$ cat config.mk
export PLATFORM = sky130hd
export DESIGN_NAME = add32_stream_ctrl
export DESIGN_NICKNAME = d
export VERILOG_FILES = /design/src/rtl/add32_stream_ctrl.sv
export SDC_FILE = /design/constraint.sdc
export NUM_CORES = 1
export LEC_CHECK = 0
export CAP_MARGIN = 20
export CELL_PAD_IN_SITES_DETAIL_PLACEMENT = 0
export CELL_PAD_IN_SITES_GLOBAL_PLACEMENT = 2
export CORE_MARGIN = 5
export CORE_UTILIZATION = 44
export CTS_BUF_LIST = sky130_fd_sc_hd__clkbuf_4
export CTS_CLUSTER_DIAMETER = 60
export CTS_CLUSTER_SIZE = 25
export DETAILED_ROUTE_END_ITERATION = 8
export GPL_TIMING_DRIVEN = 0
export PLACE_DENSITY_LB_ADDON = 0.1
export SKIP_LAST_GASP = 1
export SYNTH_ARGS = -nofsm -noshare
export SYNTH_HDL_FRONTEND = slang
export SYNTH_SLANG_ARGS = --single-unit
$ cat constraint.sdc
create_clock -name clk -period 8.5 [get_ports clk]
set_clock_uncertainty 0.05 [all_clocks]
set_input_delay 0.85 -clock clk [delete_from_list [all_inputs] [get_ports clk]]
set_output_delay 0.85 -clock clk [all_outputs]
set_load 0.02 [all_outputs]
$ cat src/rtl/add32_stream_ctrl.sv
// Valid/ready stream wrapper around a fixed-latency, non-stallable pipelined 32-bit adder.
// In-flight beats are tracked by a valid shift register; results land in a credit-guarded FIFO.
module add32_stream_ctrl #(
    parameter int LAT   = 5,
    parameter int DEPTH = 8
) (
    input  logic        clk,
    input  logic        rst_n,
    input  logic        in_valid,
    output logic        in_ready,
    input  logic [31:0] in_a,
    input  logic [31:0] in_b,
    input  logic        in_cin,
    output logic [31:0] add_a,
    output logic [31:0] add_b,
    output logic        add_cin,
    input  logic [31:0] add_s,
    input  logic        add_cout,
    output logic        out_valid,
    input  logic        out_ready,
    output logic [31:0] out_sum,
    output logic        out_cout,
    output logic [2:0]  inflight,
    output logic        ovf_err
);
    localparam int AW = $clog2(DEPTH);

    // Handshake: a beat transfers on an edge where valid & ready are both high;
    // ready never depends on valid, and a source holds valid/data until transfer.
    logic           acc;
    logic           push;
    logic           pop;
    logic           full;
    logic [LAT-1:0] vsr;
    logic [AW-1:0]  wr_ptr;
    logic [AW-1:0]  rd_ptr;
    logic [AW:0]    count;
    logic [AW+1:0]  credits_used;
    logic [32:0]    mem [DEPTH];

    assign add_a   = in_a;
    assign add_b   = in_b;
    assign add_cin = in_cin;

    assign acc  = in_valid & in_ready;
    assign push = vsr[LAT-1];
    assign full = (count == (AW+1)'(DEPTH));
    assign pop  = out_valid & out_ready;

    always_comb begin
        inflight = '0;
        for (int i = 0; i < LAT; i++) begin
            inflight = inflight + 3'(vsr[i]);
        end
    end

    // A pop in this cycle is deliberately not credited until the next one.
    assign credits_used = (AW+2)'(count) + (AW+2)'(inflight);
    assign in_ready     = credits_used < (AW+2)'(DEPTH);

    always_ff @(posedge clk or negedge rst_n) begin
        if (!rst_n) begin
            vsr <= '0;
        end else begin
            vsr <= {vsr[LAT-2:0], acc};
        end
    end

    // Storage is intentionally unreset; the outputs are masked while empty.
    always_ff @(posedge clk) begin
        if (push && (!full || pop)) begin
            mem[wr_ptr] <= {add_cout, add_s};
        end
    end

    always_ff @(posedge clk or negedge rst_n) begin
        if (!rst_n) begin
            wr_ptr  <= '0;
            rd_ptr  <= '0;
            count   <= '0;
            ovf_err <= 1'b0;
        end else begin
            if (push && (!full || pop)) begin
                wr_ptr <= wr_ptr + 1'b1;
            end
            if (pop) begin
                rd_ptr <= rd_ptr + 1'b1;
            end
            if (push && full && !pop) begin
                ovf_err <= 1'b1;
            end
            case ({push && (!full || pop), pop})
                2'b10:   count <= count + 1'b1;
                2'b01:   count <= count - 1'b1;
                default: count <= count;
            endcase
        end
    end

    assign out_valid = (count != '0);
    assign out_sum   = out_valid ? mem[rd_ptr][31:0] : 32'd0;
    assign out_cout  = out_valid ? mem[rd_ptr][32]   : 1'b0;
endmodule
After elaboration in Yosys (flattened, before gate mapping)
Memory sizes are Yosys's and may differ from the RTL's.
Cells that the tools add are included.
Word-level totals
  flip-flop bits (word level): 16
  memory bits (writable): 264
  input port bits: 102
  output and inout bits: 104
  logic and storage cells: 34
  memories: 1
Cells by class
  add/sub/neg operators: 9
  magnitude comparators: 1
  eq/ne operators: 3
  muxes and demuxes: 5
  bitwise gates (word level): 2
  reduce and logical (&&, ||, !) cells: 8
Memories
  mem: words 8, bits a word 33, read ports 1, clocked after Yosys merged registers in 0, write ports 1, line 39  | logic [32:0] mem [DEPTH];
Operator list (count)
  $mux 32: 1
  $pmux 4 s2: 1
  $add 3x1->3: 2
  $add 3x1->3 const B: 2
  $add 4x3->5: 1
  $lt 5x4->1 const B: 1
  $add 4x1->4 const B: 1
  $eq 4x4->1 const B: 1
  $reduce_bool 4->1: 1
  $sub 4x1->4 const B: 1
  $add 2x1->3: 1
  $logic_and 1x1->1: 3
  $mux 1: 3
  $add 1x1->2: 1
  $and 1x1->1: 2
  $eq 2x1->1 const B: 1
  $eq 2x2->1 const B: 1
  $logic_not 1->1: 2
  $reduce_bool 2->1: 1
  $logic_or 1x1->1: 1

Depth between registers and ports, before layout
Gate-level depths: netlist of the first run.
  depth after elaboration: 7
  mapped depth: 9
  mapped depth without buffers: 9

Least setup slack after synthesis of the first run
OpenSTA, ideal clock, no wires.
  path type: in2reg
  start: input port out_ready
  end: memory mem[0][0], enable pin
  library setup time: 0.506 ns
  data arrival time: 4.280 ns
  required time: 7.944 ns
  path slack: 3.664 ns
  stages on the path: 3
  buffers on the path: 0
  cell sequence: or2b_1 o21ai_2 nor4_1
Between the ends
  longest elaborated chain between the ends: 5
Ends and longest elaborated chain
  start, declared: line 20  | input logic out_ready,
  $and 1x1->1: line 48  | assign pop = out_valid & out_ready;
  $logic_or 1x1->1: line 71  | if (push && (!full || pop)) begin
  $logic_and 1x1->1: line 71
  $mux 1: line 71
  $mux 1 (not written as such): line 72  | mem[wr_ptr] <= {add_cout, add_s};
  end, declared: line 39
No other way between the ends.

Worst setup path in the final report of the first run
  start: register vsr[1]
  end: output port in_ready
Between the ends
  longest elaborated chain between the ends: 6
Ends and longest elaborated chain
  start, declared: line 34  | logic [LAT-1:0] vsr;
  start signal, assigned: line 65  | vsr <= {vsr[LAT-2:0], acc};
  $add 1x1->2: line 53  | inflight = inflight + 3'(vsr[i]);
  $add 2x1->3: line 53
  $add 3x1->3 (2 in series): line 53
  $add 4x3->5: line 58  | assign credits_used = (AW+2)'(count) + (AW+2)'(inflight);
  $lt 5x4->1: line 59  | assign in_ready = credits_used < (AW+2)'(DEPTH);
  end, declared: line 10  | output logic in_ready,
No other way between the ends.

==> results.cfg, run 1 <==
[run_status]
outcome = finished clean

[clock_network]
cts_buffers = 19
clock_sinks = 280
path_clk_slew_ns = 0.19
clock_latency_ns = 0.66
root_buffer = clkbuf_4
post_cts_resized = 0
cts_tree = built
ctsLongestPathBuffers = 3
ctsHoldBuffers = 0
postCtsSetupBuffers = 0
htreeDepth = 1

[synthesis]
synth_compound_area_share_pct = 3.28
synth_top_cell_by_area = edfxtp_1
ys_warn_count = 0
yosys.area_share.simple_pct = 1.46
synth.area.mux_share_pct = 13.5
yosysMostFrequentCell = edfxtp_1
yosys.cell_types.count = 39
syn_nets = 656
ys_seq_area_share_pct = 73.7
synth_edf_count = 264
synth_top_family_by_area = multiplexers
synth_area_per_cell_um2 = 20.8
postSynth.asyncResetShare_pct = 5.71
synth_cells = 543
synth.top_cell.area_share_pct = 70.1
synth_area_leaders = edfxtp_1, mux4_2, buf_4
synthTopCellsByCount = edfxtp_1, buf_4, mux4_2
syn-cell-area_um2 = 11300
yosys.area_share.adder_pct = 1.42
synth-xor-area-share_pct = 0.465
ys_ff_latch = 280
synth_flop_cell = edfxtp_1

[route]
first_iter_violations = 415
num_vias = 5647
final_antenna_net_count = 0
vias_per_cell = 5.27
dr.pass1.iters = 5
wl_mm = 23.6
drc = 0
wire_per_inst_um = 22.0

[sta]
setup_viol = 0
slew_viol_final = 0
period_minus_slack_ns = 4.56
clock.fmax_mhz = 219
fin_crit_sh_pct = 53.6
maxSlewHeadroom_pct = 39.7
final-hold-violation-count = 0
rsz0062_at_grt = no
worst_slew_pin_slew_ns = 0.900
setup_ws_ns = 3.94

[worst_setup_path]
cpPeakStageDelay_ns = 0.63
end_kind = primary output
path_class = reg2out
crit_required_ns = 7.60
slowest_stage = clkdlybuf4s50_1
cp_max_fo = 2
cp.arrival_ns = 3.66
cp_cell_sequence = inv_1 > fa_1 > fa_1 > inv_1 > ha_1 > ha_1 > and3b_1 > o21a_1 > nor3_1 > clkdlybuf4s50_1
worst_setup_path_start_kind = register

[power_and_ir_drop]
peakVddDrop_uv = 149
p_per_area_nw_per_um2 = 315
leakage_nw = 4.67

[finish]
final_cell_area_um2 = 13800
utilization_pct = 54.7
area_growth_pct = 22.1
drive_above_1_share_pct = 29.1
nets = 841
fillCellCount = 1967
fin_cells = 1071

[global_routing]
gr-usage-all-layers_pct = 16.1
grt_first_pass_wirelength_mm = 35.6
grt_max_degree = 25
grt_pass1_vias = 6032
grt_antenna_before_repair = 1
overflow = 0

[worst_hold_path]
hp-class = reg2reg

[placement]
dpl_cell_area_um2 = 13500
port_buffers = 140
dp_cells = 1037
gp_congestion = 0.693
dp_slack_ns = 4.63
place_hpwl_mm = 16.2

[floorplan]
io_pins = 206
dieArea_um2 = 29000
die_w_um = 170
core-area_um2 = 25300
start_util_pct = 44.8
rows = 58
die_y_um = 170

[flow_run]
maxCapViolCount = 0
[placed cells by master, fill, tap and decap left out, types with 3 or more instances in the layout]
master,n
o211ai_1,3
clkdlybuf4s50_1,140
inv_1,14
nand3_1,3
nor2_4,3
nor3_2,4
ha_1,8
edfxtp_1,264
clkbuf_4,21
mux2_2,3
fa_1,3
buf_2,8
a22o_1,33
clkbuf_1,7
buf_4,73
buf_16,3
dfrtp_1,16
buf_6,20
nand2_1,3
inv_12,3
mux4_2,66
xnor2_1,5
nor3b_1,3
[flip-flops by register name, indices dropped and copies added, names as in the netlist]
name,flops
ovf_err,1
vsr,5
rd_ptr,3
wr_ptr,3
mem,264
count,4
[cells by family (layout without fill, tap and decap cells)]
family,Yosys count,count (layout)
fa+ha+maj,11,11
flops,280,280
buf+inv,104,301
other cells,0,1
compound gates,44,44
xor+xnor,6,6
simple gates,28,28
mux,70,70
[metal layers]
metal / GRT usage, % / wire length (um)
met2: 28.7 / 12100
met1: 21.1 / 9460
met5: 0 / 0
met4: 3.19 / 334
met3: 2.58 / 1610
[area by class of cell]
cell class	count	area, um^2	share of cell area, %
Timing Repair Buffer	164	1700	12.3
Antenna cell	1	2.50	0.0181
Buffer	90	644	4.67
Sequential cell	280	8330	60.3
Tap cell	330	413	2.99
Inverter	14	52.6	0.381
Multi-Input combinational cell	159	2330	16.9
Clock buffer	21	158	1.14
Clock inverter	12	178	1.29
[critical path, delay by kind of cell (launching register included)]
kind / cells / cell delay, ns
and+or+nand+nor: 2 / 0.30
AOI/OAI and AO/OA: 1 / 0.17
adders and majority gates: 4 / 1.33
buffers and inverters: 3 / 0.78
DFF: 1 / 0.42
[report_power, final]
group	total, W	internal [W]	switching (W)
logic	0.00192	0.000944	0.000980
registers	0.00177	0.00169	0.0000741
clock network	0.000655	0.000210	0.000445
[worst paths after layout]
check	from	cells after the start	to	slack, ns
setup / recovery	vsr[1]	10	in_ready	3.94
hold / removal	vsr[0]	0	vsr[1]	0.35
setup reg to reg	count[2]	7	count[3]	5.31
hold reg to reg	vsr[0]	0	vsr[1]	0.35
max in group asynchronous	rst_n	1	rd_ptr[1]	7.27
min in group asynchronous	rst_n	1	wr_ptr[1]	0.59
[metrics by stage]
step / TNS, ns / power, W / hold slack (ns)
after global routing: 0 / 0.00458 / 0.371
after floorplan: 0 / 0.00298 / 0.304
after detailed placement: 0 / 0.00376 / 0.313
final: 0 / 0.00435 / 0.350
after CTS: 0 / 0.00441 / 0.354
after global placement: -8.17 / 0.00368 / 0.307
Note: power is estimated with default switching activity, not from simulation.
==> run 2, diff against run 1 <==
--- a/config.mk
+++ b/config.mk
@@ -9,7 +9,7 @@
 export CELL_PAD_IN_SITES_DETAIL_PLACEMENT = 0
 export CELL_PAD_IN_SITES_GLOBAL_PLACEMENT = 2
 export CORE_MARGIN = 5
-export CORE_UTILIZATION = 44
+export CORE_UTILIZATION = 37
 export CTS_BUF_LIST = sky130_fd_sc_hd__clkbuf_4
 export CTS_CLUSTER_DIAMETER = 60
 export CTS_CLUSTER_SIZE = 25
==> constraint.sdc (replaced) <==
create_clock -name clk -period 3.78 [get_ports clk]
set_clock_uncertainty 0.05 [all_clocks]
set_input_delay 0.378 -clock clk [delete_from_list [all_inputs] [get_ports clk]]
set_output_delay 0.378 -clock clk [all_outputs]
set_load 0.02 [all_outputs]
==> results.cfg, run 2 (synthesis results as in run 1) <==
[placement]
port_buffers = 140
place_hpwl_mm = 16.9
dp_slack_ns = 0.315
dpl_cell_area_um2 = 13500
gp_congestion = 0.696

[worst_setup_path]
path_class = reg2out
cpPeakStageDelay_ns = 0.42
cp_cell_sequence = inv_1 > fa_1 > fa_2 > inv_1 > ha_1 > ha_1 > and3b_1 > o21a_1 > nor3_2 > buf_4
crit_family = adder cells
cp_max_fo = 2
worst_setup_path_start_kind = register
cp.arrival_ns = 3.16
end_kind = primary output
slowest_stage = dfrtp_1
crit_buf_inv = 3
crit_required_ns = 3.35

[floorplan]
start_util_pct = 37.2
rows = 64
io_pins = 206
core-area_um2 = 30300
die_y_um = 185
dieArea_um2 = 34100
die_w_um = 185

[clock_network]
cts_tree = built
htreeDepth = 1
clock_sinks = 280
root_buffer = clkbuf_4
ctsHoldBuffers = 0
ctsLongestPathBuffers = 3
cts_buffers = 23
path_clk_slew_ns = 0.17
clock_latency_ns = 0.69

[finish]
area_growth_pct = 23.4
largest_reg_flops = 264
top_regs = mem (264), vsr (5), count (4)
regMostFlops = mem
mostFrequentLayoutCells = edfxtp_1, clkdlybuf4s50_1, buf_4, mux4_2, a22o_1
final_common_cell = edfxtp_1
final_cell_area_um2 = 13900
drive_above_1_share_pct = 30.8
nets = 844
utilization_pct = 45.9

[sta]
final-hold-violation-count = 0
rsz0062_at_grt = yes
setup_viol = 0
maxSlewHeadroom_pct = 36.5
slew_viol_final = 0
fin_crit_sh_pct = 94.9
clock.fmax_mhz = 279
worst_slew_pin_slew_ns = 0.947
setup_ws_ns = 0.194
period_minus_slack_ns = 3.59

[route]
wire_per_inst_um = 21.3
drc = 0
vias_per_cell = 4.89
final_antenna_net_count = 0
dr.pass1.iters = 4
wl_mm = 24.4
num_vias = 5595
first_iter_violations = 311

[power_and_ir_drop]
power_frac_seq_pct = 40.3
clockPowerShare_pct = 15.3
comb_power_share_pct = 44.5
netSwitchingPower_w = 0.00345
leakage_nw = 4.69
peakVddDrop_uv = 313
p_per_area_nw_per_um2 = 707
swShare_pct = 35.0
p_int_w = 0.00641

[flow_run]
maxCapViolCount = 0

[worst_hold_path]
hp-class = in2async

[global_routing]
grt_antenna_before_repair = 1
grt_pass1_vias = 6076
overflow = 0
grt_first_pass_wirelength_mm = 36.8
grt_max_degree = 24
gr-usage-all-layers_pct = 14.1

[run_status]
outcome = finished clean
==> run 2: path summary, 6_finish.rpt <==
check	startpoint	slack, ns	endpoint	depth (start not counted)
max in group asynchronous	rst_n	3.07	rd_ptr[2]	1
hold / removal	rst_n	0.08	rd_ptr[0]	1
setup / recovery	vsr[3]	0.19	in_ready	10
hold reg to reg	vsr[0]	0.35	vsr[1]	0
setup reg to reg	count[2]	0.56	count[3]	7
min in group clk	in_valid	0.21	vsr[0]	2
==> run 2: timing repair <==
action | CTS | global route
resized for setup | 12 | 8
setup endpoints to repair | 30 | 27
setup buffers | 0 | 1
gates cloned | 0 | 0
==> run 2: metrics by stage <==
stage	total power [W]	setup TNS (ns)	hold slack, ns	instances
after global routing	0.0105	-0.0348	0.0901	1144
after detailed placement	0.00849	0	0.312	1101
after floorplan	0.00670	0	0.0324	543
final	0.00986	0	0.0833	1144
after global placement	0.00833	-514.32	0.308	1079
after CTS	0.0100	0	0.0737	1142
==> run 2: layout make-up <==
type,instances,area [um^2]
diodes,1,2.50
plain buffers,90,671
clock buffers,23,173
clock inverters,18,198
fillers,2611,16400
inverters,14,52.6
multi-input cells,159,2340
flip-flops and latches,280,8330
well taps,396,495
repair buffers,163,1680
==> run 2: layer usage <==
metal / part of all wire, % / global-route usage [%] / vias up
li1: - / - / 2525
met1: 40 / 18.3 / 2890
met2: 52 / 25.3 / 154
met3: 6.8 / 2.63 / 26
met4: 1.1 / 2.47 / 0
met5: 0 / 0 / -
==> run 2: worst register-to-register path: stages, from the launching register on <==
cell and delay (ns):
dfrtp_1 0.45, or3_1 0.47, o21ai_2 0.45, ha_1 0.42
ha_1 0.35, or4b_2 0.68, o311ai_0 0.13, o211ai_1 0.13
==> run 2: power groups by stage <==
stage                     logic (W)  clock network (W)  registers, W
final                       0.00438            0.00151       0.00397
after CTS                   0.00446            0.00158       0.00397
after detailed placement    0.00445                  0       0.00405
after floorplan             0.00269                  0       0.00400
after global routing        0.00475            0.00171       0.00401
after global placement      0.00427                  0       0.00406
==> run 3, diff against run 2 <==
--- a/config.mk
+++ b/config.mk
@@ -14,7 +14,7 @@
 export CTS_CLUSTER_DIAMETER = 60
 export CTS_CLUSTER_SIZE = 25
 export DETAILED_ROUTE_END_ITERATION = 8
-export GPL_TIMING_DRIVEN = 0
+export GPL_TIMING_DRIVEN = 1
 export PLACE_DENSITY_LB_ADDON = 0.1
 export SKIP_LAST_GASP = 1
 export SYNTH_ARGS = -nofsm -noshare
==> results.cfg, run 3 (synthesis results as in run 1) <==
[route]
vias_per_cell = 5.17
first_iter_violations = 238
final_antenna_net_count = 0
dr.pass1.iters = 4
num_vias = 5095
wire_per_inst_um = 23.4
drc = 0
wl_mm = 23.1

[finish]
drive_above_1_share_pct = 24.8
largest_reg_flops = 264
top_regs = mem (264), vsr (5), count (4)
nets = 686
fillCellCount = 2649
area_growth_pct = 11.5
regArea_um2 = 8340
mostFrequentLayoutCells = edfxtp_1, clkdlybuf4s50_1, mux4_2, a22o_1, clkbuf_4
final_common_cell = edfxtp_1
multi_input_area_um2 = 2350
regMostFlops = mem

[floorplan]
die_w_um = 185
io_pins = 206
core-area_um2 = 30300
die_y_um = 185
rows = 64
start_util_pct = 37.2
dieArea_um2 = 34100

[sta]
slew_viol_final = 0
clock.fmax_mhz = 278
period_minus_slack_ns = 3.60
setup_viol = 0
maxSlewHeadroom_pct = 42.6
rsz0062_at_grt = yes
final-hold-violation-count = 0
worst_slew_pin_slew_ns = 0.857
setup_ws_ns = 0.176
fin_crit_sh_pct = 95.3

[global_routing]
grt_use_met3_pct = 3.40
grt_use_met1_pct = 18.0
gr-usage-all-layers_pct = 13.6
overflow = 0
grt_pass1_vias = 5663
grt-busiest-layer = met2
grt_max_degree = 34
grt_use_met2_pct = 23.2
grt_antenna_before_repair = 3
grt_first_pass_wirelength_mm = 35.1

[placement]
place_hpwl_mm = 12.7
gp_congestion = 0.678
dp_slack_ns = 0.401
port_buffers = 75

[worst_setup_path]
path_class = reg2out
end_kind = primary output
crit_family = adder cells
timing.critical_path.mode_cell = ha_1
cpPeakStageDelay_ns = 0.49
crit_required_ns = 3.35
ff2ff_setup_slack_ns = 0.61
cp_cell_sequence = inv_2 > fa_1 > fa_2 > inv_1 > ha_1 > ha_1 > and3b_1 > o21a_1 > nor3_1 > buf_2
worst_setup_path_start_kind = register
cp_max_fo = 2
crit_buf_inv = 3
cp.arrival_ns = 3.18
slowest_stage = fa_1

[power_and_ir_drop]
power_w = 0.00958
p_per_area_nw_per_um2 = 761
leakage_nw = 4.01
peakVddDrop_uv = 613

[clock_network]
ctsLongestPathBuffers = 3
ctsHoldBuffers = 0
cts_tree = built
clock_sinks = 280
path_clk_slew_ns = 0.21
htreeDepth = 1
cts_buffers = 23
root_buffer = clkbuf_4
clock_latency_ns = 0.70

[worst_hold_path]
hp-class = in2async

[flow_run]
maxCapViolCount = 0

[run_status]
outcome = finished clean
## run 3: cell types whose count changed in the layout (fill, tap and decap cells not counted), moves of 2 or more
| cell | delta |
|---|---|
| clkdlybuf4s50_1 | -65 |
| buf_4 | -60 |
| buf_6 | -23 |
| buf_2 | -5 |
| clkbuf_1 | -5 |
| buf_12 | +4 |
| inv_12 | +3 |
| buf_8 | -2 |
| clkbuf_2 | -2 |
| clkinv_4 | -2 |
| dfrtp_1 | -2 |
| dfrtp_4 | +2 |
## run 3: routing by layer
metal  vias to the layer above  wire length, um
li1                       2202                -
met1                      2702             9940
met2                       142            11500
met3                        45             1180
met4                         4              449
met5                         -               24
## run 3: repair_timing
item,CTS,global route
pin swaps,0,1
endpoints found under the setup margin,34,4
resized for setup,2,7
buffers inserted,0,3
## run 3: worst reg2reg max path: stages (launching register included)
cell and delay, ns:
dfrtp_1 0.46, or3_1 0.47, o21ai_2 0.44, ha_1 0.40, ha_1 0.34, or4b_2 0.67
o311ai_0 0.11, o211ai_1 0.12
## run 3: worst paths after layout
kind	endpoint	cells after the start	from
setup / recovery	in_ready	10	vsr[3]
hold / removal	wr_ptr[0]	1	rst_n
setup reg to reg	count[3]	7	count[2]
hold reg to reg	vsr[2]	0	vsr[1]
max in group asynchronous	rd_ptr[0]	1	rst_n
min in group clk	vsr[0]	2	in_valid
## run 3: report_power, final
| part | internal, W | switching, W |
|---|---|---|
| clock network | 0.000419 | 0.00112 |
| registers | 0.00381 | 0.000234 |
| logic | 0.00194 | 0.00205 |
| total | 0.00617 | 0.00341 |
## run 3: area by class of cell
cell class              instances  share of cell area, %
flip-flops and latches        280                   66.2
multi-input cells             159                   18.6
repair buffers                 95                   7.84
well taps                     396                   3.93
clock inverters                17                   1.56
clock buffers                  24                   1.43
inverters                      14                  0.417
diodes                          1                 0.0199
## run 3: metrics by stage
| step | cells | util (%) | TNS [ns] | hold WS (ns) | cell area, um^2 |
|---|---|---|---|---|---|
| 3_3_place_gp | 941 | 40.2 | 0 | 0.309 | 12200 |
| 5_1_grt | 986 | 41.5 | -0.0155 | 0.0262 | 12600 |
| 3_5_place_dp | 941 | 40.2 | 0 | 0.313 | 12200 |
| 4_1_cts | 982 | 41.4 | -0.126 | 0.0187 | 12600 |
| 6_report | 986 | 41.5 | 0 | 0.0497 | 12600 |
| 2_1_floorplan | 543 | - | 0 | 0.0324 | 11300 |
